## src/rtl/prio_pkg.sv

```systemverilog
// Shared constants and width helpers for the pending priority encoder.
package prio_pkg;

    // Code presented on out_code while no grant is held.
    localparam logic [7:0] EMPTY_CODE_DEF = 8'hF0;

    // Bits needed to hold an index 0..n-1 (at least one bit).
    function automatic int idx_width(input int n);
        return (n > 1) ? $clog2(n) : 1;
    endfunction

    // Bits needed to hold a count 0..n.
    function automatic int cnt_width(input int n);
        return $clog2(n + 1);
    endfunction

endpackage

```

## src/rtl/prio_pick.sv

```systemverilog
// Combinational circular priority picker: scans downward from 'start',
// wrapping from 0 to N-1, and returns the first set candidate.
module prio_pick #(
    parameter int N     = 16,
    parameter int IDX_W = 4
) (
    input  logic [N-1:0]     cand,
    input  logic [IDX_W-1:0] start,
    output logic [IDX_W-1:0] idx,
    output logic             found
);

    logic [IDX_W-1:0] pos;

    // First hit wins; later positions in scan order are ignored.
    always_comb begin
        idx   = '0;
        found = 1'b0;
        pos   = '0;
        for (int i = 0; i < N; i++) begin
            pos = (int'(start) >= i) ? IDX_W'(int'(start) - i)
                                     : IDX_W'(int'(start) - i + N);
            if (!found && cand[pos]) begin
                found = 1'b1;
                idx   = pos;
            end
        end
    end

endmodule

```

## src/rtl/pend_prio_encoder.sv

```systemverilog
// Pending-request priority encoder with a one-deep valid/ready output stage.
// Requests are latched into a pending register; one unmasked pending line is
// granted per free output slot and cleared from the register on that edge.
// Build option: define PEND_PRIO_RR_EN for round-robin selection; the
// default build uses fixed priority (highest index first).
module pend_prio_encoder
    import prio_pkg::*;
#(
    parameter int               N          = 16,
    parameter int               OUT_W      = 8,
    parameter logic [OUT_W-1:0] EMPTY_CODE = EMPTY_CODE_DEF
) (
    input  logic                    clk,
    input  logic                    rst,
    input  logic [N-1:0]            req_i,
    input  logic [N-1:0]            mask_i,
    input  logic                    clr_i,
    output logic                    out_valid,
    input  logic                    out_ready,
    output logic [OUT_W-1:0]        out_code,
    output logic [cnt_width(N)-1:0] pend_cnt,
    output logic                    coll
);

    localparam int IDX_W = idx_width(N);
    localparam int CNT_W = cnt_width(N);

    logic [N-1:0]     pend;
    logic [N-1:0]     cand;
    logic [N-1:0]     load_onehot;
    logic [N-1:0]     pend_nxt;
    logic [IDX_W-1:0] sel_idx;
    logic [IDX_W-1:0] start_idx;
    logic             found;
    logic             stage_free;
    logic             load;
    logic             coll_hit;
    logic [CNT_W-1:0] cnt_nxt;

    assign cand       = pend & ~mask_i;
    assign stage_free = !out_valid || out_ready;
    assign load       = stage_free && found;

    prio_pick #(
        .N     (N),
        .IDX_W (IDX_W)
    ) u_pick (
        .cand  (cand),
        .start (start_idx),
        .idx   (sel_idx),
        .found (found)
    );

`ifdef PEND_PRIO_RR_EN
    logic [IDX_W-1:0] ptr;

    assign start_idx = ptr;

    // Round-robin pointer: next search begins just below the last grant.
    always_ff @(posedge clk or posedge rst) begin
        if (rst) begin
            ptr <= IDX_W'(N - 1);
        end else if (clr_i) begin
            ptr <= IDX_W'(N - 1);
        end else if (load) begin
            ptr <= (sel_idx == '0) ? IDX_W'(N - 1) : sel_idx - 1'b1;
        end
    end
`else
    // Fixed priority is a scan that always starts at the top line.
    assign start_idx = IDX_W'(N - 1);
`endif

    // One-hot of the line being moved into the output stage this edge.
    always_comb begin
        load_onehot = '0;
        if (load) load_onehot[sel_idx] = 1'b1;
    end

    // New requests OR in after the granted bit is removed, so a request on
    // the granted line re-arms it (set wins) and is not a collision.
    assign pend_nxt = (pend & ~load_onehot) | req_i;
    assign coll_hit = |(req_i & pend & ~load_onehot);

    // Popcount of the next pending value so pend_cnt tracks pend exactly.
    always_comb begin
        cnt_nxt = '0;
        for (int i = 0; i < N; i++) cnt_nxt = cnt_nxt + CNT_W'(pend_nxt[i]);
    end

    // Pending register, its count and the sticky collision flag.
    always_ff @(posedge clk or posedge rst) begin
        if (rst) begin
            pend     <= '0;
            pend_cnt <= '0;
            coll     <= 1'b0;
        end else if (clr_i) begin
            pend     <= '0;
            pend_cnt <= '0;
            coll     <= 1'b0;
        end else begin
            pend     <= pend_nxt;
            pend_cnt <= cnt_nxt;
            if (coll_hit) coll <= 1'b1;
        end
    end

    // Output stage: refills only when empty or being consumed; holds while stalled.
    always_ff @(posedge clk or posedge rst) begin
        if (rst) begin
            out_valid <= 1'b0;
            out_code  <= EMPTY_CODE;
        end else if (clr_i) begin
            out_valid <= 1'b0;
            out_code  <= EMPTY_CODE;
        end else if (stage_free) begin
            if (found) begin
                out_valid <= 1'b1;
                out_code  <= {{(OUT_W - IDX_W){1'b0}}, sel_idx};
            end else begin
                out_valid <= 1'b0;
                out_code  <= EMPTY_CODE;
            end
        end
    end

endmodule

```

## config.mk

```make
export PLATFORM = sky130hd
export DESIGN_NAME = pend_prio_encoder
export DESIGN_NICKNAME = d
export VERILOG_FILES = /design/src/rtl/prio_pkg.sv /design/src/rtl/prio_pick.sv /design/src/rtl/pend_prio_encoder.sv
export SDC_FILE = /design/constraint.sdc
export NUM_CORES = 1
export LEC_CHECK = 0
export CAP_MARGIN = 15
export CORE_MARGIN = 2
export CORE_UTILIZATION = 45
export DETAILED_ROUTE_END_ITERATION = 8
export GPL_ROUTABILITY_DRIVEN = 1
export PLACE_DENSITY = 0.77
export SYNTH_ARGS = -nofsm -noshare
export SYNTH_HDL_FRONTEND = slang
export SYNTH_SLANG_ARGS = --single-unit
```

## constraint.sdc

```tcl
create_clock -name clk -period 4.85 [get_ports clk]
set_clock_uncertainty 0.15 [all_clocks]
set_input_delay 0.7275 -clock clk [delete_from_list [all_inputs] [get_ports clk]]
set_output_delay 0.7275 -clock clk [all_outputs]
set_load 0.05 [all_outputs]
```

==> flow_summary.yaml <==
sta:
  rsz0062_at_grt: "yes"
  slew_headroom_pct: 29.80
  drv_slew: 0
  setup_viol: 4
  fin_ws_ns: -0.2296
  layout_min_cycle_time_ns: 5.080
  period_share_pct: 104.7
  hold_viol: 0
  fmax_mhz: 196.9
  finalHoldWorstSlack_ns: 0.3425
  tightestPinTransition_ns: 1.050
die:
  start_util_pct: 47.05
  die_height_um: 71.94
  dieArea_mm2: 0.005175
  pin_count: 51
  core-area_mm2: 0.004414
  chipWidth_um: 71.94
  core.rowCount: 24
status:
  violations: "setup timing"
  outcome: "finished, violations left"
setup_path:
  slowest_delay_ns: 0.56
  critPathLaunchType: "primary input"
  critPathCaptureType: "register"
  critPathMaxFanout: 5
  r2r_cells: 19
  cpMostUsedCell: "fa_1"
  worst_path_max_delay_cell: "fa_1"
  path_cells: "buf_8 -> nor2b_4 -> nor4_4 -> buf_4 -> nand4_1 -> nand3_4 -> nand3_2 -> a21o_1 -> fa_1 -> inv_1 -> fa_1 -> inv_2 -> fa_1 -> inv_2 -> fa_1 -> inv_2 -> ha_4 -> fa_2 -> a21oi_2 -> nor3b_2"
  r2r-start: "pend[13]"
  r2r_end: "pend_cnt[4]"
  arrival_ns: 5.07
  worst_ep_required_time_ns: 4.84
  critical_path_class: "primary input to register"
  r2r_slack_ns: -0.21
place:
  port_buffers: 50
  post_dp_cell_area_mm2: 0.003080
  globalplace.congestion: 1.013
  hpwl_um: 5210
routing:
  met3_length_um: 600
  wl_met2_um: 3874
  routed.top_layer: "met4"
  wl_per_cell_um: 20.17
  ant_nets: 0
  viasPerCell: 5.890
  drt_pass1_iterations: 4
  drc: 0
  routed_wl_um: 7865
  wl_met1_um: 2923
  vias: 2297
  drt_iter0_markers: 221
job:
  max_cap_violations: 0
power_and_ir_drop:
  power_leakage_uw: 0.001576
  pwr_density_cell_mw_per_mm2: 352.5
  p_total_uw: 1228
  vdd_drop_max_mv: 0.3986
logic_synthesis:
  yosys_warnings: 0
  syn_inst: 222
  async_reset_ff_share_pct: 100.0
  ys.flop_type: "dfrtp_1"
  syn-mean-instance-area_um2: 9.356
  synth_seq_area_share_pct: 33.80
  synth-edff-count: 0
  synth_area_mm2: 0.002077
  syn_nets: 273
  ys_types: 56
  synth-seq-cells: 28
cells_and_area:
  drive_gt1_share_pct: 44.08
  diodes: 0
  design_area_mm2: 0.003485
  syn_to_final_growth_pct: 67.77
  nets: 390
  fillers: 276
  postLayoutCoreUtil_pct: 78.94
clocking:
  clock_latency_ns: 0.28
  root_buffer: "clkbuf_8"
  ctsHoldBuffers: 0
  cts_tree: "built"
  numCtsBuffers: 3
  cts_max_level: 1
  clkTransAtPathRegs_ns: 0.11
  cts_sinks: 28
  cts.path.max_buffers: 2
global_route:
  grt_overflow: 0
  grt_pass1_wl_um: 12100
  antenna_found_initial: 0
  grt_pass1_vias: 2425
  grt_max_degree: 29
  grt_usage_pct: 30.97
min_path:
  holdPathStages: 2
  hold_start: "out_code[1]"
  hold_path_class: "register to register"
  hold_end: "out_code[1]"
[Yosys cell counts (all sizes together) (3+ instances only)]
library cell	n	share of area [%]
nand4	3	0.90
nand2b	12	3.6
dfrtp	27	33
and3	3	0.90
clkbuf	5	0.90
nor2b	18	6.3
a21oi	16	3.9
fa	10	9.6
nand3	7	1.7
ha	5	3.0
buf	3	1.1
inv	16	2.9
a21o	7	2.5
nand2	20	3.6
o21ai	9	2.2
nor2	16	2.9
or2	3	0.90
[routing by layer]
metal / up-vias / GRT usage (%)
li1: 1016 / -
met1: 1112 / 37.75
met2: 126 / 52.16
met3: 43 / 4.444
met4: 0 / 18.45
met5: - / 0
[kinds of logic (layout without fill, tap and decap cells)]
kind of cell / count (synthesis) / count (layout) / share of synthesized area [%]
AND/OR/NAND/NOR: 95 / 95 / 26.87
AO/OA/AOI/OAI: 58 / 58 / 20.96
adder cells (fa/ha/maj): 15 / 15 / 12.65
buffers and inverters: 24 / 140 / 4.880
flip-flops: 28 / 28 / 33.80
XOR/XNOR: 2 / 2 / 0.8435
[worst max-delay path by stage]
stage	start	endpoint	slack, ns	cells past startpoint
6_report	mask_i[15]	pend_cnt[4]	-0.23	20
5_1_grt	mask_i[10]	pend_cnt[4]	-0.36	18
4_1_cts	mask_i[15]	pend_cnt[2]	-0.23	18
3_5_place_dp	mask_i[13]	pend_cnt[4]	-0.95	20
3_3_place_gp	mask_i[12]	pend_cnt[1]	-0.86	19
2_1_floorplan	mask_i[12]	pend_cnt[1]	-0.23	15
[sequential cells by signal, indices dropped and copies added (netlist names)]
signal and flops:
out_valid 1, coll 1, pend_cnt 5, out_code 5, pend 16
[placed cells by master (no fill, tap or decap), drive strengths merged, types with 9 or more instances in the layout]
cell type | synthesis | layout
a21oi | 16 | 16
buf | 3 | 82
clkdlybuf4s50 | 0 | 35
dfrtp | 27 | 27
fa | 10 | 10
inv | 16 | 16
nand2 | 20 | 20
nand2b | 12 | 12
nor2 | 16 | 16
nor2b | 18 | 18
o21ai | 9 | 9
[power breakdown]
group / leakage (uW) / internal [uW] / switching, uW
clock network: 0.0000288 / 72.9 / 80.7
logic: 0.00119 / 371 / 416
registers: 0.000352 / 267 / 20.1
[layout make-up]
| cell class | instances | area (um^2) | area share, % |
|---|---|---|---|
| Sequential cell | 28 | 701.9 | 20.14 |
| Multi-Input combinational cell | 170 | 1578 | 45.28 |
| Timing Repair Buffer | 120 | 1025 | 29.41 |
| Tap cell | 52 | 65.06 | 1.867 |
| Inverter | 16 | 60.06 | 1.724 |
| Clock buffer | 4 | 55.05 | 1.580 |
[critical path, delay by kind of cell]
| kind | cells | cell delay, ns |
|---|---|---|
| buffers and inverters | 6 | 0.46 |
| adders and majority gates | 6 | 2.63 |
| and+or+nand+nor | 6 | 0.86 |
| AOI/OAI and AO/OA | 2 | 0.39 |
[metrics by stage]
stage	setup TNS, ns	setup slack, ns	instances
after floorplan	-0.8172	-0.2337	222
after global placement	-3.840	-0.8595	370
after detailed placement	-4.341	-0.9505	370
after CTS	-0.8152	-0.2280	387
after global routing	-1.352	-0.3605	390
final	-0.8066	-0.2296	390
[what timing repair did]
item | 4_1_cts | 5_1_grt
pin swaps | 32 | 20
endpoints found under the setup margin | 5 | 5
gates resized for setup | 90 | 12
setup buffers | 13 | 2
Note: power is estimated with default switching activity, not from simulation.
